`config.mk`:
```
export PLATFORM = sky130hd
export DESIGN_NAME = ntt_twiddle_sequencer
export DESIGN_NICKNAME = d
export VERILOG_FILES = /design/src/rtl/ntt_twiddle_sequencer.sv
export SDC_FILE = /design/constraint.sdc
export NUM_CORES = 1
export LEC_CHECK = 0
export ABC_AREA = 1
export CAP_MARGIN = 20
export CORE_MARGIN = 2
export CORE_UTILIZATION = 45
export DETAILED_ROUTE_END_ITERATION = 10
export PLACE_DENSITY = 0.71
export SETUP_SLACK_MARGIN = 0.05
export SYNTH_ARGS = -nofsm -noshare
export SYNTH_HDL_FRONTEND = slang
export SYNTH_SLANG_ARGS = --single-unit
```
`constraint.sdc`:
```
create_clock -name clk -period 3.01 [get_ports clk]
set_input_delay 0.4515 -clock clk [delete_from_list [all_inputs] [get_ports clk]]
set_output_delay 0.4515 -clock clk [all_outputs]
set_load 0.005 [all_outputs]
```
`src/rtl/ntt_twiddle_sequencer.sv`:
```
// Twiddle-ROM sequencer for an in-place Cooley-Tukey forward NTT.
// Issues one ROM read per butterfly and streams {twiddle, indices} through a 2-entry buffer.
module ntt_twiddle_sequencer #(
  parameter int N          = 1024,
  parameter int DATA_WIDTH = 32,
  parameter int ADDR_WIDTH = $clog2(N),
  parameter int LOG2N      = $clog2(N),
  parameter int STAGE_W    = $clog2(LOG2N)
) (
  input  logic                  clk,
  input  logic                  rst,
  input  logic                  start,
  input  logic                  stage_ack,
  output logic                  busy,
  output logic                  done,
  output logic                  rom_read_en,
  output logic [ADDR_WIDTH-1:0] rom_read_addr,
  input  logic [DATA_WIDTH-1:0] rom_read_data,
  output logic                  bf_valid,
  input  logic                  bf_ready,
  output logic [DATA_WIDTH-1:0] bf_twiddle,
  output logic [ADDR_WIDTH-1:0] bf_idx_a,
  output logic [ADDR_WIDTH-1:0] bf_idx_b,
  output logic [STAGE_W-1:0]    bf_stage,
  output logic                  bf_last
);

  // Stream contract: a descriptor transfers on a cycle with bf_valid & bf_ready;
  // while bf_valid is high without bf_ready, every bf_* output holds its value.

  typedef enum logic [2:0] {
    S_IDLE, S_ISSUE, S_WAIT_ACK, S_DRAIN, S_DONE
  } state_t;

  typedef struct packed {
    logic [ADDR_WIDTH-1:0] idx_a;
    logic [ADDR_WIDTH-1:0] idx_b;
    logic [STAGE_W-1:0]    stage;
    logic                  last;
  } meta_t;

  typedef struct packed {
    logic [DATA_WIDTH-1:0] twiddle;
    meta_t                 meta;
  } desc_t;

  localparam logic [STAGE_W-1:0]    LAST_STAGE = STAGE_W'(LOG2N - 1);
  localparam logic [STAGE_W-1:0]    STAGE_ONE  = STAGE_W'(1);
  localparam logic [ADDR_WIDTH-1:0] LAST_BF    = ADDR_WIDTH'(N / 2 - 1);
  localparam logic [ADDR_WIDTH-1:0] ONE_A      = ADDR_WIDTH'(1);

  state_t                state_q, state_d;
  logic [STAGE_W-1:0]    stage_q, stage_d;
  logic [ADDR_WIDTH-1:0] cnt_q, cnt_d;
  logic [ADDR_WIDTH-1:0] addr_q, addr_d;
  meta_t                 meta_q, meta_d;
  logic                  inflight_q, inflight_d;
  logic [1:0]            occ_q, occ_d;
  desc_t                 slot0_q, slot0_d;
  desc_t                 slot1_q, slot1_d;
  logic                  busy_q, busy_d;
  logic                  done_q, done_d;

  // Butterfly counter -> (group, offset): len = 2^shamt, offset = low shamt bits.
  logic [STAGE_W-1:0]    shamt;
  logic [ADDR_WIDTH-1:0] len, grp, off, k_addr, idx_a;
  logic                  is_last;

  always_comb begin
    shamt   = LAST_STAGE - stage_q;
    len     = ONE_A << shamt;
    grp     = cnt_q >> shamt;
    off     = cnt_q & (len - ONE_A);
    idx_a   = ((grp << shamt) << 1) | off;
    k_addr  = (ONE_A << stage_q) | grp;
    is_last = (cnt_q == LAST_BF);
  end

  desc_t      rom_desc, head;
  logic       valid_c, pop, issue;
  logic [2:0] held;

  // The returning ROM word is presented directly when the buffer is empty.
  always_comb begin
    rom_desc = '{twiddle: rom_read_data, meta: meta_q};
    head     = (occ_q == 2'd0 && inflight_q) ? rom_desc : slot0_q;
    valid_c  = (occ_q != 2'd0) || inflight_q;
    pop      = valid_c && bf_ready;
    held     = {1'b0, occ_q} + {2'b0, inflight_q};
    issue    = (state_q == S_ISSUE) && (held < (3'd2 + {2'b0, pop}));
  end

  assign rom_read_en   = issue;
  assign rom_read_addr = issue ? k_addr : addr_q;
  assign bf_valid      = valid_c;
  assign bf_twiddle    = head.twiddle;
  assign bf_idx_a      = head.meta.idx_a;
  assign bf_idx_b      = head.meta.idx_b;
  assign bf_stage      = head.meta.stage;
  assign bf_last       = head.meta.last;
  assign busy          = busy_q;
  assign done          = done_q;

  logic       shift_out, store_new;
  logic [1:0] occ_after;

  always_comb begin
    state_d    = state_q;
    stage_d    = stage_q;
    cnt_d      = cnt_q;
    addr_d     = addr_q;
    meta_d     = meta_q;
    inflight_d = issue;

    case (state_q)
      S_IDLE: begin
        if (start) begin
          state_d = S_ISSUE;
          stage_d = '0;
          cnt_d   = '0;
        end
      end
      S_ISSUE: begin
        if (issue) begin
          if (is_last) begin
            cnt_d   = '0;
            state_d = (stage_q == LAST_STAGE) ? S_DRAIN : S_WAIT_ACK;
          end else begin
            cnt_d = cnt_q + ONE_A;
          end
        end
      end
      S_WAIT_ACK: begin
        // The next stage reads coefficients this stage wrote, so fully drain first.
        if (stage_ack && occ_q == 2'd0 && !inflight_q) begin
          stage_d = stage_q + STAGE_ONE;
          state_d = S_ISSUE;
        end
      end
      S_DRAIN: begin
        if (occ_q == 2'd0 && !inflight_q) state_d = S_DONE;
      end
      S_DONE:  state_d = S_IDLE;
      default: state_d = S_IDLE;
    endcase

    if (issue) begin
      addr_d = k_addr;
      meta_d = '{idx_a: idx_a, idx_b: idx_a | len, stage: stage_q, last: is_last};
    end

    shift_out = pop && (occ_q != 2'd0);
    store_new = inflight_q && !(pop && occ_q == 2'd0);
    occ_after = occ_q - {1'b0, shift_out};
    slot0_d   = shift_out ? slot1_q : slot0_q;
    slot1_d   = slot1_q;
    if (store_new) begin
      if (occ_after == 2'd0) slot0_d = rom_desc;
      else                   slot1_d = rom_desc;
    end
    occ_d = occ_after + {1'b0, store_new};

    busy_d = (state_d != S_IDLE);
    done_d = (state_d == S_DONE);
  end

  always_ff @(posedge clk) begin
    if (rst) begin
      state_q    <= S_IDLE;
      stage_q    <= '0;
      cnt_q      <= '0;
      addr_q     <= '0;
      meta_q     <= '0;
      inflight_q <= 1'b0;
      occ_q      <= 2'd0;
      slot0_q    <= '0;
      slot1_q    <= '0;
      busy_q     <= 1'b0;
      done_q     <= 1'b0;
    end else begin
      state_q    <= state_d;
      stage_q    <= stage_d;
      cnt_q      <= cnt_d;
      addr_q     <= addr_d;
      meta_q     <= meta_d;
      inflight_q <= inflight_d;
      occ_q      <= occ_d;
      slot0_q    <= slot0_d;
      slot1_q    <= slot1_d;
      busy_q     <= busy_d;
      done_q     <= done_d;
    end
  end

endmodule

```
Word level (Yosys, flattened, before mapping)
Cells that the tools add are included.
{"block": "classes", "addsub": 8, "shifts": 4, "n_reduce_logical": 22, "eq_ne": 9, "mux": 19, "n_bitwise": 5, "n_mul": 0, "n_div": 0, "order_cmp": 1}
{"cell": "$mux 57", "count": 4}
{"cell": "$mux 10", "count": 4}
{"cell": "$or 10x10->10", "count": 3}
{"cell": "$pmux 10 s2", "count": 1}
{"cell": "$shl 1x4->10 const A", "count": 2}
{"cell": "$mux 3", "count": 5}
{"cell": "$pmux 3 s4", "count": 1}
{"cell": "$add 10x1->10 const B", "count": 1}
{"cell": "$and 10x10->10", "count": 1}
{"cell": "$eq 10x9->1 const B", "count": 1}
{"cell": "$shl 10x4->9", "count": 1}
{"cell": "$shr 10x4->10", "count": 1}
{"cell": "$sub 10x1->10 const B", "count": 1}
{"cell": "$logic_and 1x1->1", "count": 9}
{"cell": "$mux 4", "count": 2}
{"cell": "$pmux 4 s2", "count": 1}
{"cell": "$eq 3x2->1 const B", "count": 2}
{"cell": "$ne 2x2->1 const B", "count": 3}
{"cell": "$reduce_and 3->1", "count": 2}
{"cell": "$reduce_bool 2->1", "count": 3}
{"cell": "$add 4x1->4 const B", "count": 1}
{"cell": "$eq 4x4->1 const B", "count": 1}
{"cell": "$logic_not 2->1", "count": 2}
{"cell": "$sub 4x4->4 const A", "count": 1}
{"cell": "14 further kinds", "count": 15}
{"block": "word_totals", "mem_bits_ro": 0, "latch_bits": 0, "regBits": 171, "out_inout_bits": 71, "in_bits": 37, "ram_bits": 0, "wordCells": 90, "n_memories": 0}

Longest topological paths before layout
{"block": "logic_depth", "depth_word": 9, "mapped_depth": 20, "ltp_nobuf": 18}

Least setup slack after synthesis
No wires, ideal clock.
{"block": "synth_path", "path_kind": "flip-flop to flip-flop", "startpoint": "register stage_q[1]", "endpoint": "register meta_q[7] (netlist bit)", "period_less_slack_ps": 2699, "required_time_ps": 2894, "path_stages_with_launch": 19, "slack_ps": 311, "arrival_time_ps": 2582, "path_buffers": 3, "setup_ps": 116, "path_cell_list": "dfxtp_1 -> clkinv_1 -> buf_2 -> ha_1 -> buf_4 -> inv_2 -> nand2_4 -> inv_6 -> buf_12 -> nand2_1 -> ha_1 -> inv_1 -> nor2_2 -> o21ai_0 -> nand2_1 -> inv_1 -> nand3_1 -> o211ai_1 -> inv_1"}
{"block": "synth_between", "elab_chain_cells": 6, "elab_cells_between_ends": 8, "classes_between": "2 x add/sub; 3 x shift; 3 x bitwise"}
{"element": "from (decl)", "line_no": "53", "source": "logic [STAGE_W-1:0] stage_q, stage_d;"}
{"element": "from (signal assigned)", "line_no": "182", "source": "stage_q <= stage_d;"}
{"element": "$sub 4x4->4 *", "line_no": "70", "source": "shamt = LAST_STAGE - stage_q;"}
{"element": "$shl 1x4->10", "line_no": "71", "source": "len = ONE_A << shamt;"}
{"element": "$sub 10x1->10", "line_no": "73", "source": "off = cnt_q & (len - ONE_A);"}
{"element": "$and 10x10->10", "line_no": "73"}
{"element": "$or 10x10->10", "line_no": "74", "source": "idx_a = ((grp << shamt) << 1) | off;"}
{"element": "$or 10x10->10 *", "line_no": "149", "source": "meta_d = '{idx_a: idx_a, idx_b: idx_a | len, stage: stage_q, last: is_last};"}
{"element": "to (signal assigned)", "line_no": "185", "source": "meta_q <= meta_d;"}
{"element": "to (decl)", "line_no": "56", "source": "meta_t meta_q, meta_d;"}
Mark *: on every way between the ends. The rest lies on a longest branch, timed or not.
A chain may end at the register's enable or synchronous reset.

Worst setup path after layout
{"block": "layout_path", "startpoint": "register stage_q[1]", "endpoint": "output rom_read_addr[6]"}
{"block": "layout_between", "elab_chain_cells": 4, "elab_cells_between_ends": 5, "classes_between": "1 x add/sub; 2 x shift; 1 x mux; 1 x bitwise"}
{"element": "$sub 4x4->4", "line_no": "70"}
{"element": "$shr 10x4->10", "line_no": "72", "source": "grp = cnt_q >> shamt;"}
{"element": "$or 10x10->10 *", "line_no": "75", "source": "k_addr = (ONE_A << stage_q) | grp;"}
{"element": "$mux 10 *"}
{"element": "to (decl)", "line_no": "17", "source": "output logic [ADDR_WIDTH-1:0] rom_read_addr,"}
Marked as above.

==> results_dict.tcl <==
set metrics [dict create \
    outcome "finished, final reports clean" \
    htreeDepth 4 \
    top_layer "met4" \
    hold_class "reg2reg" \
    fp.dieW_um 142 \
    worstSetupPathType "reg2out" \
    synthCells 1208 \
    die_h_um 142 \
    cts.sinks 171 \
    track_usage_pct 23.1 \
    startpoint_type "flip-flop" \
    cp_top_family "buffers and inverters" \
    clk_pin_slew_worst_paths_ns 0.07 \
    critPathRequiredTime_ns 2.56 \
    utilization_pct 56.3 \
    cp_num_buf_inv 3 \
    fin_cells 1529 \
    crit_top_cell "nand2_1" \
    grt_first_pass_wirelength_um 37900 \
    final.fill_count 1794 \
    tns_ns 0 \
    finalCritPeriodShare_pct 94.9 \
    die_area_um2 20300 \
    wl_met2_um 11100 \
    numCtsBuffers 17 \
    cts_tree "yes" \
    multi_input_area_um2 4510 \
    peakVddDrop_uv 479 \
    avgRoutedWirePerCell_um 15.0 \
    num_vias 8283 \
    totalWireLength_um 23000 \
    power_leakage_nw 4.41 \
    ctsHoldBuffers 0 \
    rows 50 \
    seqCellArea_um2 3420 \
    yosysWarningCount 0 \
    fin_worst_skew_ns 0.0159 \
    rsz0062_at_grt "yes" \
    grt_max_degree 84 \
    grt_pass1_vias 7837 \
    met3_length_um 1160 \
    drv_slew 0 \
    syn_area_per_cell_um2 7.13 \
    setup_viol 0 \
    place_area_um2 9860 \
    relSlewSlack_pct 54.7 \
    ant_nets 0 \
    p_per_area_nw_per_um2 708 \
    grt_antenna_before_repair 0 \
    syn_to_final_growth_pct 22.7 \
    worstSetupEndpointType "primary output" \
    num_io_pins 108 \
    period_minus_slack_ns 2.86 \
    arrival_ns 2.40 \
    syn_area_um2 8610 \
    drt_iter0_markers 694 \
    coreArea_um2 18800 \
    crit_path_max_fanout 23 \
    slowest_delay_ns 0.49 \
    total_power_mw 7.48 \
    drc 0 \
    dp_hpwl_um 15300 \
    seq_area_frac_synth_pct 39.7 \
    cts_root_buf "clkbuf_16" \
    worst_pin_slew_ns 0.679 \
    ys_ff_latch 171 \
    first_pass_iters 5 \
    io_buffers 107 \
    ys_types 41 \
    worst_path_max_delay_cell "clkdlybuf4s50_1" \
    cts.path.max_buffers 2 \
    finalNetCount 1333 \
    dp.cells 1494 \
    hold_violations 0 \
    antenna_cells 0 \
    crit_chain "buf_4 > ha_1 > inv_1 > o31ai_1 > nand2_1 > nand2_1 > clkdlybuf4s50_1" \
    fmax_mhz 350 \
    synth_nets 1259 \
    routabilityCongestion 0.965 \
    layout-drive-gt1-share_pct 11.0 \
    start_util_pct 45.9 \
    stdcell_area_um2 10600 \
    wl_met1_um 10300 \
    drv_cap 0 \
    vias_per_cell 5.42 \
    clk_latency_ns 0.43 \
    grt_overflow 0 \
]
==> synthesized netlist by cell type (all sizes together) <==
| library cell | n | area share, % |
|---|---|---|
| a211oi | 4 | 0.35 |
| a21oi | 70 | 4.2 |
| a311oi | 18 | 1.8 |
| a31oi | 51 | 3.7 |
| and2 | 6 | 0.44 |
| buf | 40 | 2.7 |
| clkbuf | 38 | 1.7 |
| clkinv | 3 | 0.15 |
| dfxtp | 171 | 40 |
| ha | 14 | 2.0 |
| inv | 94 | 4.2 |
| mux2 | 27 | 3.5 |
| nand2 | 299 | 14 |
| nand3 | 62 | 4.1 |
| nand4 | 10 | 0.73 |
| nor2 | 123 | 6.0 |
| nor3 | 10 | 0.64 |
| nor3b | 3 | 0.26 |
| o211ai | 2 | 0.17 |
| o21ai | 158 | 9.3 |
| o21bai | 1 | 0.087 |
| o31ai | 2 | 0.17 |
| xor2 | 2 | 0.20 |
==> report_power, final <==
group / switching [mW] / leakage (nW) / total [mW] / internal [mW]
Combinational: 1.39 / 2.72 / 2.42 / 1.03
Sequential: 0.192 / 1.39 / 2.80 / 2.61
Clock: 0.962 / 0.302 / 2.26 / 1.30
==> area by class of cell <==
type,instances,area share (%)
multi-input cells,862,42.7
flip-flops and latches,171,32.4
repair buffers,133,12.7
clock buffers,20,4.32
inverters,97,3.62
well taps,234,2.77
clock inverters,12,1.48
==> sequential cells by signal (all words and copies together), names as in the netlist <==
signal / flops
addr_q: 10
slot0_q: 57
inflight_q: 1
cnt_q: 10
done: 1
state_q: 3
occ_q: 2
stage_q: 4
slot1_q: 57
meta_q: 25
busy: 1
==> metal layers <==
metal,vias to the layer above,track usage (%)
met5,-,0
met2,229,40.5
met4,0,6.77
met3,25,4.27
met1,3842,29.0
li1,4187,-
==> layout by cell type (no fill, tap or decap), types with 5 or more instances in the layout <==
| master | instances |
|---|---|
| a21oi_1 | 68 |
| a311oi_1 | 18 |
| a31oi_1 | 50 |
| and2_1 | 6 |
| buf_12 | 5 |
| buf_4 | 18 |
| clkbuf_16 | 17 |
| clkdlybuf4s50_1 | 105 |
| dfxtp_1 | 170 |
| ha_1 | 11 |
| inv_1 | 85 |
| inv_2 | 7 |
| mux2_2 | 27 |
| nand2_1 | 281 |
| nand2_2 | 10 |
| nand2_4 | 8 |
| nand3_1 | 57 |
| nand4_1 | 10 |
| nor2_1 | 110 |
| nor2_2 | 7 |
| nor2_4 | 5 |
| nor3_1 | 9 |
| o21ai_0 | 147 |
| o21ai_1 | 8 |
==> worst register-to-register path, stage by stage, from the launching register on <==
cell,delay [ns]
dfxtp_1,0.32
inv_2,0.08
buf_4,0.26
ha_4,0.24
inv_1,0.08
nor2_1,0.27
inv_1,0.16
ha_1,0.25
inv_1,0.08
nor2_2,0.04
nand2_1,0.12
a21oi_1,0.08
o21ai_0,0.10
nand4_1,0.14
nand2_1,0.08
inv_1,0.03
==> logic make-up (layout without fill, tap and decap cells) <==
group	count (synthesis)	count (layout)	synth area share, %
fa+ha+maj	14	14	2.03
mux	27	27	3.53
buf+inv	175	262	8.66
xor+xnor	2	2	0.203
flops	171	171	39.7
simple gates	513	513	26.0
compound gates	306	306	19.8
==> path summary, 6_finish.rpt <==
kind               from          endpoint  slack, ns  cells after the start
min reg2reg   addr_q[7]         addr_q[7]       0.48                      2
min           addr_q[7]         addr_q[7]       0.48                      2
max          stage_q[1]  rom_read_addr[6]       0.15                      7
max reg2reg  stage_q[1]         meta_q[9]       0.61                     15
==> per-stage QoR <==
step | hold slack [ns] | setup WS (ns)
6_report | 0.476 | 0.154
2_1_floorplan | 0.449 | 0.311
5_1_grt | 0.496 | 0.0470
4_1_cts | 0.477 | 0.0120
3_5_place_dp | 0.466 | 0.338
3_3_place_gp | 0.460 | 0.338
==> timing repair <==
action                                  in CTS  in global routing
hold endpoints to repair                     0                  0
gates resized for setup                      2                 20
setup buffers                                1                  2
endpoints found under the setup margin       5                 11
pin swaps                                    2                  4
Power figures use the tool's default switching activity.
